`src/rtl/tnn_neuron_serial.sv`:
```
// Serial ternary neuron: accumulates N_CH unsigned channels into a signed margin
// and emits (margin > THRESH). Optional port out_margin under TNN_NEURON_MARGIN_OUT_EN.
module tnn_neuron_serial #(
    parameter int              IN_W     = 3,
    parameter int              N_CH     = 6,
    parameter logic [N_CH-1:0] POS_MASK = 6'b000011,
    parameter int              THRESH   = 0,
    parameter int              ACC_W    = IN_W + $clog2(N_CH) + 1
) (
    input  logic                    clk,
    input  logic                    rst_n,
    input  logic                    clear,
    input  logic                    in_valid,
    output logic                    in_ready,
    input  logic [IN_W-1:0]         in_data,
    output logic                    out_valid,
    input  logic                    out_ready,
    output logic                    out_bit,
`ifdef TNN_NEURON_MARGIN_OUT_EN
    output logic signed [ACC_W-1:0] out_margin,
`endif
    output logic                    busy
);

    generate
        if (N_CH < 2) begin : g_bad_n_ch
            $error("tnn_neuron_serial: N_CH must be at least 2");
        end
    endgenerate

    localparam int IDX_W  = $clog2(N_CH);
    localparam int MASK_W = 2 ** IDX_W;
    localparam logic [IDX_W-1:0]        LAST_IDX   = IDX_W'(N_CH - 1);
    localparam logic [MASK_W-1:0]       MASK_EXT   = MASK_W'(POS_MASK);
    localparam logic signed [ACC_W-1:0] THRESH_EXT = ACC_W'(THRESH);

    localparam logic [1:0] S_IDLE = 2'd0;
    localparam logic [1:0] S_ACC  = 2'd1;
    localparam logic [1:0] S_OUT  = 2'd2;

    logic [1:0]              state;
    logic [IDX_W-1:0]        idx;
    logic signed [ACC_W-1:0] margin;
    logic signed [ACC_W-1:0] data_ext;
    logic signed [ACC_W-1:0] term;
    logic signed [ACC_W-1:0] base;
    logic signed [ACC_W-1:0] next_margin;
    logic                    beat;

    assign in_ready = rst_n & (state != S_OUT);
    assign busy     = (state != S_IDLE);
    assign beat     = in_valid & in_ready;

    // In IDLE the accumulator starts from zero, so the first beat is a plain load.
    assign data_ext    = ACC_W'(in_data);
    assign term        = MASK_EXT[idx] ? data_ext : -data_ext;
    assign base        = (state == S_IDLE) ? '0 : margin;
    assign next_margin = base + term;

`ifdef TNN_NEURON_MARGIN_OUT_EN
    logic signed [ACC_W-1:0] margin_q;
    assign out_margin = margin_q;
`endif

    // clear takes priority over both an incoming beat and an output handshake.
    always_ff @(posedge clk or negedge rst_n) begin
        if (!rst_n) begin
            state     <= S_IDLE;
            idx       <= '0;
            margin    <= '0;
            out_valid <= 1'b0;
            out_bit   <= 1'b0;
`ifdef TNN_NEURON_MARGIN_OUT_EN
            margin_q  <= '0;
`endif
        end else if (clear) begin
            state     <= S_IDLE;
            idx       <= '0;
            margin    <= '0;
            out_valid <= 1'b0;
            out_bit   <= 1'b0;
`ifdef TNN_NEURON_MARGIN_OUT_EN
            margin_q  <= '0;
`endif
        end else begin
            case (state)
                S_IDLE: begin
                    if (beat) begin
                        margin <= next_margin;
                        idx    <= IDX_W'(1);
                        state  <= S_ACC;
                    end
                end
                S_ACC: begin
                    if (beat) begin
                        margin <= next_margin;
                        if (idx == LAST_IDX) begin
                            out_bit   <= (next_margin > THRESH_EXT);
                            out_valid <= 1'b1;
                            state     <= S_OUT;
`ifdef TNN_NEURON_MARGIN_OUT_EN
                            margin_q  <= next_margin;
`endif
                        end else begin
                            idx <= idx + IDX_W'(1);
                        end
                    end
                end
                S_OUT: begin
                    if (out_ready) begin
                        out_valid <= 1'b0;
                        idx       <= '0;
                        margin    <= '0;
                        state     <= S_IDLE;
                    end
                end
                default: begin
                    state <= S_IDLE;
                end
            endcase
        end
    end

endmodule
```
`config.mk`:
```
export PLATFORM = sky130hd
export DESIGN_NAME = tnn_neuron_serial
export DESIGN_NICKNAME = d
export VERILOG_FILES = /design/src/rtl/tnn_neuron_serial.sv
export SDC_FILE = /design/constraint.sdc
export NUM_CORES = 1
export LEC_CHECK = 0
export CORE_UTILIZATION = 51
export DETAILED_ROUTE_END_ITERATION = 7
export GPL_TIMING_DRIVEN = 0
export PLACE_DENSITY_LB_ADDON = 0.15
export SLEW_MARGIN = 20
export SYNTH_ARGS = -nofsm -noshare
export SYNTH_HDL_FRONTEND = slang
export SYNTH_SLANG_ARGS = --single-unit
```
`constraint.sdc`:
```
create_clock -name clk -period 2.5 [get_ports clk]
set_clock_uncertainty 0.15 [all_clocks]
set_input_delay 0.25 -clock clk [delete_from_list [all_inputs] [get_ports clk]]
set_output_delay 0.25 -clock clk [all_outputs]
set_load 0.03 [all_outputs]
```
==> results.md <==
* Vias per cell at 5.80
* Die W at 51.0 um
* Cells after synthesis at 136
* Max IR drop VDD at 0.000327 V
* Core area at 2230 um^2
* Synth area leader: dfrtp_1
* Final instance area at 1610 um^2
* Fillers at 169
* DRT Wirelength at 3.03 mm
* # rows at 17
* DR WL/cell at 15.8 um
* Hpwl dp at 1.93 mm
* Post-Syn Area at 1220 um^2
* Leakage at 0.695 nW
* Clk buf depth at 2
* Placer Congestion at 0.791
* Clk sinks at 14
* Iter 0 DRT Violations at 23
* CP max FO at 5
* Die area at 2600 um^2
* Fin crit period at 2.53 ns
* FF-to-FF path depth at 9
* Place WS at -0.797 ns
* Critical path data arrival time at 2.56 ns
* Max stage delay on crit path at 0.43 ns
* Critical path data required time at 2.53 ns
* #FFs+latches synth at 14
* Hold Vio Cnt, Final at 0
* Syn. warnings at 0
* Grt ovf at 0
* First-pass GRT wire length at 5.17 mm
* Antenna cells at 0
* IO buf count at 11
* DR DRC count at 0
* Slew headroom at 57.4%
* H-tree lvl count at 1
* Clock transition at path regs at 0.09 ns
* Die Ht at 51.0 um
* Crit path buffers/inverters at 0
* Final Net Count at 186
* Initial Util at 54.8%
* TritonRoute pass-1 iters at 4
* Crit start category: register
* Via count at 1,114
* Skew-Pair Late Insertion Delay at 0.29 ns
* ANT nets after route at 0
* RSZ-0062 raised after global routing: true
* Worst setup margin at -0.0304 ns
* Seq/Total Area, Yosys at 28.6%
* Synth-to-layout area growth at 31.6%
* Post-synthesis cell type count at 43
* Worst Tran Pin Value at 0.637 ns
* Num ports at 12
* Setup-failing EPs final at 2
* CP max stage cell: dfrtp_2
* Largest net degree at the start of global routing at 15
* Worst setup EP type: register
* Syn_area_per_cell at 9.00 um^2
* Max Cap Viol at 0
* Synth top area share at 28.6%
* Share of cells above drive strength 1 at 29.9%
* Status: complete, but fails checks
* Tcrit/Tclk final at 101%
* Vias in the first global route at 1,158
* Root buffer cell: clkbuf_4
* Inserted Clock Buffers at 3
* Crit-path cells: nor2_4, mux2_4, ha_4, nor2b_4, nor3_2, nor2_1, a211o_1, xnor2_2, a22o_1
* CP delay by family, top: simple AND/OR/NAND/NOR gates
* WP depth at 9
* Max Slew Vio Count at 0
* Post-DP Area at 1420 um^2
* Top cells by area, synth: dfrtp_1, ha_1, nor2b_1
* Syn Nets at 157
* Tot GR Track Use at 26.8%
* Worst hold path class: register to register
* Setup CP Type: register to register
* CTS tree: built
* WHS Path Cells at 2
* Failing checks: setup timing
* Cell area power density at 413 nW/um^2
* Antenna violations before repair at 0
* F_max at 395 MHz
## registers in the layout, summed over array words and instances (netlist names)
name,cells
out_valid,1
state,2
margin,7
idx,3
out_bit,1
## per-stage QoR
stage          instances  utilization (%)  total power [mW]  hold WS [ns]  TNS [ns]
6_report             192             72.1             0.664         0.341   -0.0574
5_1_grt              192             72.1             0.702         0.358    -0.370
4_1_cts              191             70.3             0.651         0.336   -0.0348
3_5_place_dp         175             63.6             0.459         0.317     -4.08
3_3_place_gp         175             63.6             0.455         0.303     -3.73
2_1_floorplan        136                -             0.399        -0.196    -0.213
## cell usage after synthesis
cell,number
o32ai_4,1
xnor2_2,1
o221ai_1,1
fa_1,1
or3_1,1
a211o_1,2
o41ai_1,2
dfrtp_1,14
xor2_1,3
a21o_1,1
a31oi_1,1
mux2i_1,1
ha_1,12
nand2_1,11
xnor2_1,2
a21boi_1,1
a221oi_1,1
a22o_1,4
nand3b_1,4
nor3b_1,1
a21oi_2,2
a32o_1,1
buf_2,1
o21ai_2,1
mux2_1,1
nor2b_1,9
nor3_1,3
o21a_1,1
and3b_1,2
mux2_2,1
o21ai_0,6
o31ai_2,1
a211oi_1,3
o21ai_1,1
clkbuf_1,3
nand3_1,3
inv_1,11
buf_4,1
a2111o_1,1
nor2_1,7
a21boi_0,2
a21oi_1,7
nand2b_1,3
## worst paths after layout
kind	start	endpoint	slack, ns
min in group asynchronous	rst_n	margin[0]	0.63
max in group asynchronous	rst_n	idx[1]	1.13
min reg2reg	margin[2]	margin[2]	0.34
max	idx[1]	margin[6]	-0.03
max reg2reg	idx[1]	margin[6]	-0.03
min	margin[2]	margin[2]	0.34
## layout make-up
| class | count | area [um^2] | share of cell area [%] |
|---|---|---|---|
| multi-input combinational | 106 | 915 | 56.8 |
| sequential | 14 | 353 | 21.9 |
| timing repair buffer | 26 | 215 | 13.4 |
| inverter | 11 | 45.0 | 2.80 |
| clock buffer | 4 | 36.3 | 2.25 |
| tap | 28 | 35.0 | 2.18 |
| buffer | 3 | 11.3 | 0.699 |
## repair_timing
action	4_1_cts	5_1_grt
hold buffers	1	0
pin swaps	17	11
setup buffers	12	2
endpoints found under the hold margin	14	0
gates resized for setup	20	9
setup endpoints to repair	5	5
## power by group
part	total [mW]	internal, mW	switching, mW	leakage [nW]
registers	0.256	0.244	0.0125	0.186
clock network	0.167	0.0889	0.0778	0.0210
logic	0.242	0.112	0.130	0.488
total	0.664	0.444	0.220	0.695
## worst reg2reg max path, cell delays in order (launching register included)
cell	delay [ns]
dfrtp_2	0.43
nor2_4	0.16
mux2_4	0.33
ha_4	0.25
nor2b_4	0.15
nor3_2	0.20
nor2_1	0.06
a211o_1	0.35
xnor2_2	0.16
a22o_1	0.20
## metal layers
metal	routed length (um)	GRT usage, %	share of wire, %
met1	1370	33.5	45
met2	1470	45.8	49
met3	127	6.85	4.2
met4	62	6.02	2.0
met5	0	0	0
## kinds of logic after synthesis
kind of cell	count (synthesis)	synth area share (%)
DFF	14	28.6
AOI/OAI and AO/OA	40	25.5
muxes	3	2.66
xor gates and xnor gates	6	4.91
buffers and inverters	16	5.32
and+or+nand+nor	44	19.1
adders and majority gates	13	13.9
## cell usage in the layout (no fill, tap or decap), types with 3 or more instances in the layout
cell	n
a22o_1	4
dfrtp_1	12
nand2b_1	3
nor2b_1	7
inv_1	7
a21oi_1	7
ha_1	7
clkbuf_4	3
nand3b_1	4
buf_4	14
clkbuf_1	3
nand2_1	9
o21ai_0	5
nor2_1	5
inv_2	3
ha_4	4
xor2_1	3
a211oi_1	3
clkdlybuf4s50_1	6
Power figures use the tool's default switching activity.
